--- src/rtl/branch_pkg.sv ---
// Shared encodings for the branch unit: branch kinds, condition codes,
// flag bit positions, FSM states and the condition evaluator.
package branch_pkg;

  typedef enum logic [1:0] {
    BR_JCC  = 2'd0,
    BR_JMP  = 2'd1,
    BR_CALL = 2'd2,
    BR_RET  = 2'd3
  } br_kind_e;

  // Codes 0-3 keep the legacy jump-decision encoding.
  localparam logic [3:0] CC_EQ = 4'd0,  CC_LT = 4'd1,  CC_LE = 4'd2,  CC_NE = 4'd3;
  localparam logic [3:0] CC_GE = 4'd4,  CC_GT = 4'd5,  CC_CS = 4'd6,  CC_CC = 4'd7;
  localparam logic [3:0] CC_MI = 4'd8,  CC_PL = 4'd9,  CC_VS = 4'd10, CC_VC = 4'd11;
  localparam logic [3:0] CC_HI = 4'd12, CC_LS = 4'd13, CC_AL = 4'd14, CC_NV = 4'd15;

  localparam int FLAG_S = 3;
  localparam int FLAG_Z = 2;
  localparam int FLAG_C = 1;
  localparam int FLAG_V = 0;

  typedef enum logic {
    ST_IDLE  = 1'b0,
    ST_FLUSH = 1'b1
  } state_e;

  function automatic logic cond_eval(input logic [3:0] cc, input logic [3:0] f);
    logic s, z, c, v, lt;
    s  = f[FLAG_S];
    z  = f[FLAG_Z];
    c  = f[FLAG_C];
    v  = f[FLAG_V];
    lt = s ^ v;
    case (cc)
      CC_EQ:   cond_eval = z;
      CC_LT:   cond_eval = lt;
      CC_LE:   cond_eval = z | lt;
      CC_NE:   cond_eval = ~z;
      CC_GE:   cond_eval = ~lt;
      CC_GT:   cond_eval = ~z & ~lt;
      CC_CS:   cond_eval = c;
      CC_CC:   cond_eval = ~c;
      CC_MI:   cond_eval = s;
      CC_PL:   cond_eval = ~s;
      CC_VS:   cond_eval = v;
      CC_VC:   cond_eval = ~v;
      CC_HI:   cond_eval = c & ~z;
      CC_LS:   cond_eval = ~c | z;
      CC_AL:   cond_eval = 1'b1;
      default: cond_eval = 1'b0;
    endcase
  endfunction

endpackage

--- src/rtl/branch_ras.sv ---
// Circular return-address stack; a push when full overwrites the oldest entry.
module branch_ras
  import branch_pkg::*;
#(
  parameter int ADDR_W = 16,
  parameter int DEPTH  = 4
) (
  input  logic              clk,
  input  logic              rst,
  input  logic              push,
  input  logic              pop,
  input  logic [ADDR_W-1:0] push_addr,
  output logic [ADDR_W-1:0] top_addr,
  output logic              full,
  output logic              empty
);

  localparam int PW = $clog2(DEPTH);

  logic [DEPTH-1:0][ADDR_W-1:0] mem_q, mem_d;
  logic [PW-1:0]                wp_q, wp_d;
  logic [PW:0]                  cnt_q, cnt_d;
  logic [PW-1:0]                rd_idx;

  assign rd_idx   = wp_q - 1'b1;
  assign top_addr = mem_q[rd_idx];
  assign full     = (cnt_q == (PW+1)'(DEPTH));
  assign empty    = (cnt_q == '0);

  // wp always points at the next slot to write, which is the oldest entry once full.
  always_comb begin
    mem_d = mem_q;
    wp_d  = wp_q;
    cnt_d = cnt_q;
    if (push) begin
      mem_d[wp_q] = push_addr;
      wp_d        = wp_q + 1'b1;
      if (!full) cnt_d = cnt_q + 1'b1;
    end else if (pop && !empty) begin
      wp_d  = rd_idx;
      cnt_d = cnt_q - 1'b1;
    end
  end

  always_ff @(posedge clk) begin
    if (rst) begin
      mem_q <= '0;
      wp_q  <= '0;
      cnt_q <= '0;
    end else begin
      mem_q <= mem_d;
      wp_q  <= wp_d;
      cnt_q <= cnt_d;
    end
  end

endmodule

--- src/rtl/branch_unit.sv ---
// Branch resolution: flag register with bypass, condition evaluation, RAS for
// CALL/RET, registered PC redirect and a timed flush window.
module branch_unit
  import branch_pkg::*;
#(
  parameter int ADDR_W       = 16,
  parameter int RAS_DEPTH    = 4,
  parameter int FLUSH_CYCLES = 2
) (
  input  logic              clk,
  input  logic              rst,
  input  logic              flag_we,
  input  logic [3:0]        flag_in,
  input  logic              br_valid,
  output logic              br_ready,
  input  logic [1:0]        br_kind,
  input  logic [3:0]        cond,
  input  logic [ADDR_W-1:0] pc_plus1,
  input  logic [ADDR_W-1:0] target,
  output logic              pc_load,
  output logic [ADDR_W-1:0] pc_next,
  output logic              flush,
  output logic [3:0]        flags_q,
  output logic              ras_err
);

  localparam int CW = (FLUSH_CYCLES > 1) ? $clog2(FLUSH_CYCLES) : 1;

  br_kind_e          kind;
  state_e            state_q, state_d;
  logic [CW-1:0]     cnt_q, cnt_d;
  logic              pc_load_q, pc_load_d;
  logic [ADDR_W-1:0] pc_next_q, pc_next_d;
  logic [3:0]        flags_d;
  logic              ras_err_q, ras_err_d;
  logic [3:0]        eff_flags;
  logic              accept, taken, stk_err, push, pop;
  logic [ADDR_W-1:0] ras_top;
  logic              ras_full, ras_empty;

  assign kind      = br_kind_e'(br_kind);
  assign eff_flags = flag_we ? flag_in : flags_q;
  assign br_ready  = (state_q == ST_IDLE);
  assign flush     = (state_q == ST_FLUSH);
  assign accept    = br_valid & br_ready;
  assign pc_load   = pc_load_q;
  assign pc_next   = pc_next_q;
  assign ras_err   = ras_err_q;

  always_comb begin
    taken   = 1'b0;
    stk_err = 1'b0;
    push    = 1'b0;
    pop     = 1'b0;
    case (kind)
      BR_JCC:  taken = cond_eval(cond, eff_flags);
      BR_JMP:  taken = 1'b1;
      BR_CALL: begin
        taken   = 1'b1;
        push    = accept;
        stk_err = ras_full;
      end
      default: begin
        taken   = ~ras_empty;
        pop     = accept & ~ras_empty;
        stk_err = ras_empty;
      end
    endcase
  end

  branch_ras #(.ADDR_W(ADDR_W), .DEPTH(RAS_DEPTH)) u_ras (
    .clk       (clk),
    .rst       (rst),
    .push      (push),
    .pop       (pop),
    .push_addr (pc_plus1),
    .top_addr  (ras_top),
    .full      (ras_full),
    .empty     (ras_empty)
  );

  always_comb begin
    state_d   = state_q;
    cnt_d     = cnt_q;
    pc_load_d = 1'b0;
    pc_next_d = pc_next_q;
    flags_d   = flag_we ? flag_in : flags_q;
    ras_err_d = ras_err_q | (accept & stk_err);
    case (state_q)
      ST_IDLE: if (accept && taken) begin
        state_d   = ST_FLUSH;
        cnt_d     = CW'(FLUSH_CYCLES - 1);
        pc_load_d = 1'b1;
        pc_next_d = (kind == BR_RET) ? ras_top : target;
      end
      default: begin
        if (cnt_q == '0) state_d = ST_IDLE;
        else             cnt_d   = cnt_q - 1'b1;
      end
    endcase
  end

  always_ff @(posedge clk) begin
    if (rst) begin
      state_q   <= ST_IDLE;
      cnt_q     <= '0;
      pc_load_q <= 1'b0;
      pc_next_q <= '0;
      flags_q   <= '0;
      ras_err_q <= 1'b0;
    end else begin
      state_q   <= state_d;
      cnt_q     <= cnt_d;
      pc_load_q <= pc_load_d;
      pc_next_q <= pc_next_d;
      flags_q   <= flags_d;
      ras_err_q <= ras_err_d;
    end
  end

endmodule

--- config.mk ---
export PLATFORM = sky130hd
export DESIGN_NAME = branch_unit
export DESIGN_NICKNAME = d
export VERILOG_FILES = /design/src/rtl/branch_pkg.sv /design/src/rtl/branch_ras.sv /design/src/rtl/branch_unit.sv
export SDC_FILE = /design/constraint.sdc
export NUM_CORES = 1
export LEC_CHECK = 0
export CAP_MARGIN = 20
export CORE_UTILIZATION = 56
export CTS_BUF_LIST = sky130_fd_sc_hd__clkbuf_4 sky130_fd_sc_hd__clkbuf_8
export DETAILED_ROUTE_END_ITERATION = 7
export PLACE_DENSITY = 0.8
export SLEW_MARGIN = 40
export SYNTH_ARGS = -nofsm -noshare
export SYNTH_HDL_FRONTEND = slang
export SYNTH_HIERARCHICAL = 1
export SYNTH_SLANG_ARGS = --single-unit
--- constraint.sdc ---
create_clock -name clk -period 3.3 [get_ports clk]
set_input_delay 0.825 -clock clk [delete_from_list [all_inputs] [get_ports clk]]
set_output_delay 0.825 -clock clk [all_outputs]
set_load 0.05 [all_outputs]
==> impl_metrics.yaml, run 1 <==
hold_path:
  hold_class: "flop to flop"
worst_setup_path:
  cp-endpoint: "pc_next[4]"
  path_depth: 8
  reg2regPathDepth: 5
  r2r-start: "u_ras/wp_q[1]"
  startpoint_type: "input port"
  cp-startpoint: "cond[0]"
  critPathTopFamily: "simple AND/OR/NAND/NOR gates"
  required_ps: 3570
  crit_path_max_incr_delay_ps: 690
  worstSetupPathType: "input port to flop"
  cp_num_buf_inv: 2
  rr_endpoint: "pc_next[12]"
  crit_path_end_kind: "flop"
  cp_max_fo: 33
  slowest_stage: "clkdlybuf4s50_1"
  r2r_setup_slack_ps: 1050
  worstPathArrival_ps: 2990
  path_cells: "clkdlybuf4s50_1 > or3b_2 > nand4b_1 > nand4_1 > nand4_2 > buf_12 > a21oi_1 > a311oi_1"
cells_and_area:
  layout.nets: 613
  nFillCells: 613
  final_util: 0.707
  areaGrowthSynthToFinish_pct: 22.7
  multi_input_area_um2: 2340
  layout_commonest_cell: "nand2_1"
  diodes: 0
  drive_gt1_frac: 0.107
  mostFrequentLayoutCells: "nand2_1, dfxtp_1, a21oi_1"
  seqCellArea_um2: 1860
floorplan:
  die_w_um: 90.9
  num_rows: 32
  core-area_um2: 7690
  die_y_um: 90.9
  io_pins: 70
  start_util: 0.576
  dieArea_um2: 8270
clock_tree:
  cts_tree: "done"
  post_cts_buffers: 0
  path_clk_slew_ps: 100
  clock_sinks: 93
  ctsResizeCount: 0
  root_buffer: "clkbuf_8"
  hold_buffers: 0
  cts-buffers-inserted: 9
  cts.path.max_buffers: 2
  htree_num_levels: 3
  clk_latency_ps: 360
power_and_ir_drop:
  power.density_nw_per_um2: 456
  p_leak_nw: 1.84
  peakVddDrop_v: 0.000355
routing:
  drc: 0
  totalWireLength_um: 10600
  drtIter0Drc: 263
  first_pass_iters: 5
  route.vias.total: 3770
  drtAntennaViolNets: 0
  detail_route.wl_per_cell_um: 15.9
  via_per_inst: 5.67
global_route:
  grt_pass1_vias: 3705
  grt_max_degree: 94
  antenna_found_initial: 0
  grt_overflow_total: 0
  grt_pass1_wl_um: 17700
  track_usage: 0.270
yosys:
  ys_seq_elements: 93
  synth-adder-area-share: 0.0243
  syn_area_um2: 4430
  synth_top_family_by_area: "simple AND/OR/NAND/NOR gates"
  synthCells: 504
  synth_xor_area_frac: 0.00593
  synth_compound_area_frac: 0.164
  synthMuxAreaShare: 0.143
  yosys.area_share.simple: 0.186
  synth_nets: 558
  synth_edf_count: 0
  synth_warnings: 6
  async_reset_ff_frac: 0
  synth.distinct_cells: 49
  synth_top_cell_by_area: "dfxtp_1"
  synth_ff_type: "dfxtp_1"
  yosysSeqAreaShare: 0.420
  synth_area_leaders: "dfxtp_1, nand2_1, a21oi_1"
  yosys.area.top_type_share: 0.420
  syn_avg_cell_area_um2: 8.79
placement:
  place.gp.congestion: 0.800
  io_buffers: 69
  dp.final_hpwl_um: 7010
timing:
  report.final.hold_viol_count: 0
  rsz0062_at_grt: "no"
  final_max_slew_viol_count: 0
  tightest_slew_ps: 631
  min_period_ps: 2730
  setup_viol: 0
  slew_headroom: 0.576
  setup_tns_ps: 0
  max_freq_mhz: 367
  skew_ps: 11.5
  min_period_over_period: 0.826
run_status:
  status: "completed"
job:
  max-cap-violations: 0
==> layout make-up <==
class | count | area share
Timing Repair Buffer | 86 | 0.159
Tap cell | 102 | 0.0235
Sequential cell | 93 | 0.342
Clock inverter | 6 | 0.0173
Inverter | 7 | 0.00483
Multi-Input combinational cell | 362 | 0.430
Clock buffer | 9 | 0.0228
==> worst reg2reg max path, stage by stage (launching register included) <==
cell	delay, ps
dfxtp_1	370
inv_1	90
ha_2	730
mux4_2	620
mux2i_1	210
a311oi_2	110
==> synth_stat cells, drive strengths merged, types with 5 or more instances <==
cell and n:
buf 24, nor2 12, a311oi 16, ha 7, mux4 16, nand2 143
and2 5, clkbuf 18, inv 7, mux2i 24, dfxtp 93, a21oi 86
==> report_power, final <==
group	switching [mW]	internal, mW	leakage, nW	total (mW)
logic	0.267	0.186	0.977	0.453
clock network	0.409	0.431	0.107	0.840
registers	0.0237	1.16	0.754	1.18
total	0.699	1.78	1.84	2.48
==> sequential cells by signal (all words and copies together), names as in the netlist <==
name,cells
flush,1
ras_err,1
cnt_q,1
u_ras/cnt_q,3
pc_next,16
u_ras/wp_q,2
pc_load,1
u_ras/mem_q,64
flags_q,4
==> kinds of logic (layout without fill, tap and decap cells) <==
| logic type | after synthesis | count (layout) |
|---|---|---|
| and+or+nand+nor | 188 | 188 |
| DFF | 93 | 93 |
| buffers and inverters | 49 | 108 |
| AOI/OAI and AO/OA | 121 | 121 |
| xor gates and xnor gates | 3 | 3 |
| adders and majority gates | 8 | 8 |
| muxes | 42 | 42 |
==> how the worst min path moves through the flow <==
stage | cells past startpoint | end | slack (ps) | start
5_1_grt | 2 | u_ras/mem_q[27] | 480 | u_ras/mem_q[27]
3_5_place_dp | 2 | u_ras/mem_q[40] | 450 | u_ras/mem_q[40]
6_report | 2 | u_ras/mem_q[40] | 460 | u_ras/mem_q[40]
3_3_place_gp | 2 | u_ras/mem_q[22] | 440 | u_ras/mem_q[22]
2_1_floorplan | 2 | u_ras/mem_q[16] | 430 | u_ras/mem_q[16]
4_1_cts | 2 | cnt_q | 460 | cnt_q
==> metal layers <==
metal / vias to the layer above / global-route usage / share of wire
li1: 1868 / - / -
met1: 1762 / 0.349 / 0.42
met2: 133 / 0.456 / 0.50
met3: 7 / 0.0595 / 0.075
met4: 0 / 0.0741 / 0.0082
met5: - / 0 / 0
==> metrics by stage <==
stage | instance area (um^2) | power, mW | hold WS [ps] | std cells | setup slack, ps
after floorplan | 4430 | 1.50 | 433 | 504 | 345
after global placement | 5220 | 1.65 | 439 | 650 | 333
after detailed placement | 5220 | 1.66 | 445 | 650 | 250
after CTS | 5440 | 2.49 | 459 | 665 | 624
after global routing | 5440 | 2.58 | 479 | 665 | 395
final | 5440 | 2.48 | 455 | 665 | 573
Power figures use the tool's default switching activity.
==> inputs of run 2 (changes only) <==
- clock period: 3.3 -> 2.6 ns (I/O delays scaled with it)
==> run 2 against run 1 <==
Global-route usage up 0.15 points. Routed wire length is 2.1% higher. Sequential cell count did not move. Sequential power grew 28%. Sequential share of layout area decreased by 0.55 points. Count of clock-buffer cells in the layout is the same. Via count is 3.3% higher. Worst hold slack improved by 2.6 ps. Clock skew about the same.
==> impl_metrics.yaml, run 2 (synthesis gave the netlist of run 1 again) <==
routing:
  route.vias.total: 3896
  totalWireLength_um: 10800
  drtAntennaViolNets: 0
  drtIter0Drc: 274
  via_per_inst: 5.71
  drc: 0
  detail_route.wl_per_cell_um: 15.8
  first_pass_iters: 5
worst_setup_path:
  required_ps: 2840
  crit_path_end_kind: "flop"
  cp_max_fo: 33
  worstPathArrival_ps: 2700
  startpoint_type: "input port"
  worstSetupPathType: "input port to flop"
power_and_ir_drop:
  power.density_nw_per_um2: 547
  p_int_mw: 2.10
  pwr-share-clk: 0.304
  p_seq_frac: 0.498
  p_sw_frac: 0.306
  p_sw_mw: 0.925
  peakVddDrop_v: 0.000473
  combPwrFrac: 0.199
  p_leak_nw: 1.90
  power_mw: 3.02
cells_and_area:
  finalNonFillerCells: 682
  nFillCells: 592
  multi_input_area_um2: 2340
  mostFrequentLayoutCells: "nand2_1, dfxtp_1, a21oi_1"
  drive_gt1_frac: 0.136
  seqCellArea_um2: 1860
  final_util: 0.719
  areaGrowthSynthToFinish_pct: 24.7
  largest_register_ffs: 64
  layout_commonest_cell: "nand2_1"
  diodes: 0
  layout.nets: 629
  regMostFlops: "u_ras/mem_q"
global_route:
  grt_pass1_vias: 3763
  grt_pass1_wl_um: 17900
  antenna_found_initial: 0
  track_usage: 0.271
  grt_max_degree: 94
  grt_overflow_total: 0
timing:
  report.final.hold_viol_count: 0
  rsz0062_at_grt: "no"
  max_freq_mhz: 408
  min_period_over_period: 0.944
  tightest_slew_ps: 729
  finalWorstSetupSlack_ps: 147
  final_max_slew_viol_count: 0
  slew_headroom: 0.514
  min_period_ps: 2450
  skew_ps: 11.0
  setup_viol: 0
run_status:
  status: "completed"
floorplan:
  io_pins: 70
  start_util: 0.576
  core-area_um2: 7690
  dieArea_um2: 8270
  die_y_um: 90.9
  die_w_um: 90.9
  num_rows: 32
placement:
  placed_cells: 666
  io_buffers: 69
  dp.final_hpwl_um: 7430
  place_ws_ps: -210
  place.gp.congestion: 0.778
clock_tree:
  hold_buffers: 0
  htree_num_levels: 3
  clock_sinks: 93
  cts_tree: "done"
  root_buffer: "clkbuf_8"
  cts-buffers-inserted: 9
  cts.path.max_buffers: 2
  ctsResizeCount: 0
  clk_latency_ps: 360
  post_cts_buffers: 0
  path_clk_slew_ps: 90
hold_path:
  hold_class: "flop to flop"
job:
  max-cap-violations: 0
## run 2: power groups by stage
stage / registers, mW / clock network [mW] / logic (mW)
after detailed placement: 1.54 / 0 / 0.600
after floorplan: 1.65 / 0 / 0.252
final: 1.51 / 0.918 / 0.601
after global routing: 1.51 / 0.995 / 0.642
after CTS: 1.50 / 0.937 / 0.602
after global placement: 1.54 / 0 / 0.585
## run 2: worst paths after layout
check | end | depth (start not counted) | slack [ps] | start
setup / recovery | pc_next[5] | 7 | 150 | flag_we
hold / removal | u_ras/mem_q[36] | 2 | 460 | u_ras/mem_q[36]
setup reg to reg | pc_next[5] | 6 | 370 | u_ras/wp_q[1]
hold reg to reg | u_ras/mem_q[36] | 2 | 460 | u_ras/mem_q[36]
## run 2: routing by layer
layer / share of wire / global-route usage / vias up / routed length, um
li1: - / - / 1900 / -
met1: 0.43 / 0.344 / 1839 / 4600
met2: 0.49 / 0.470 / 139 / 5310
met3: 0.069 / 0.0461 / 18 / 743
met4: 0.014 / 0.0913 / 0 / 151
met5: 0 / 0 / - / 0
## run 2: layout make-up
type                    instances  share of cell area
multi-input cells             362               0.424
flip-flops and latches         93               0.337
repair buffers                102               0.176
well taps                     102              0.0231
clock buffers                   9              0.0224
clock inverters                 7              0.0122
inverters                       7             0.00543
## run 2: critical path, stage by stage
cell	delay, ps
clkdlybuf4s50_1	580
buf_4	230
mux2_2	350
a31oi_1	220
nand4_2	150
buf_12	190
a311oi_1	310
## run 2: per-stage QoR
stage / area [um^2] / TNS (ps) / hold WS [ps]
3_3_place_gp: 5330 / -1890 / 438
2_1_floorplan: 4440 / 0 / 433
4_1_cts: 5520 / 0 / 458
3_5_place_dp: 5330 / -5150 / 445
5_1_grt: 5530 / 0 / 481
6_report: 5530 / 0 / 458
==> inputs of run 3 (changes only) <==
- HOLD_SLACK_MARGIN: not set -> 0.1
==> results of run 3 <==
Same layout as run 2: the final DEF is identical, and so are final timing and power.
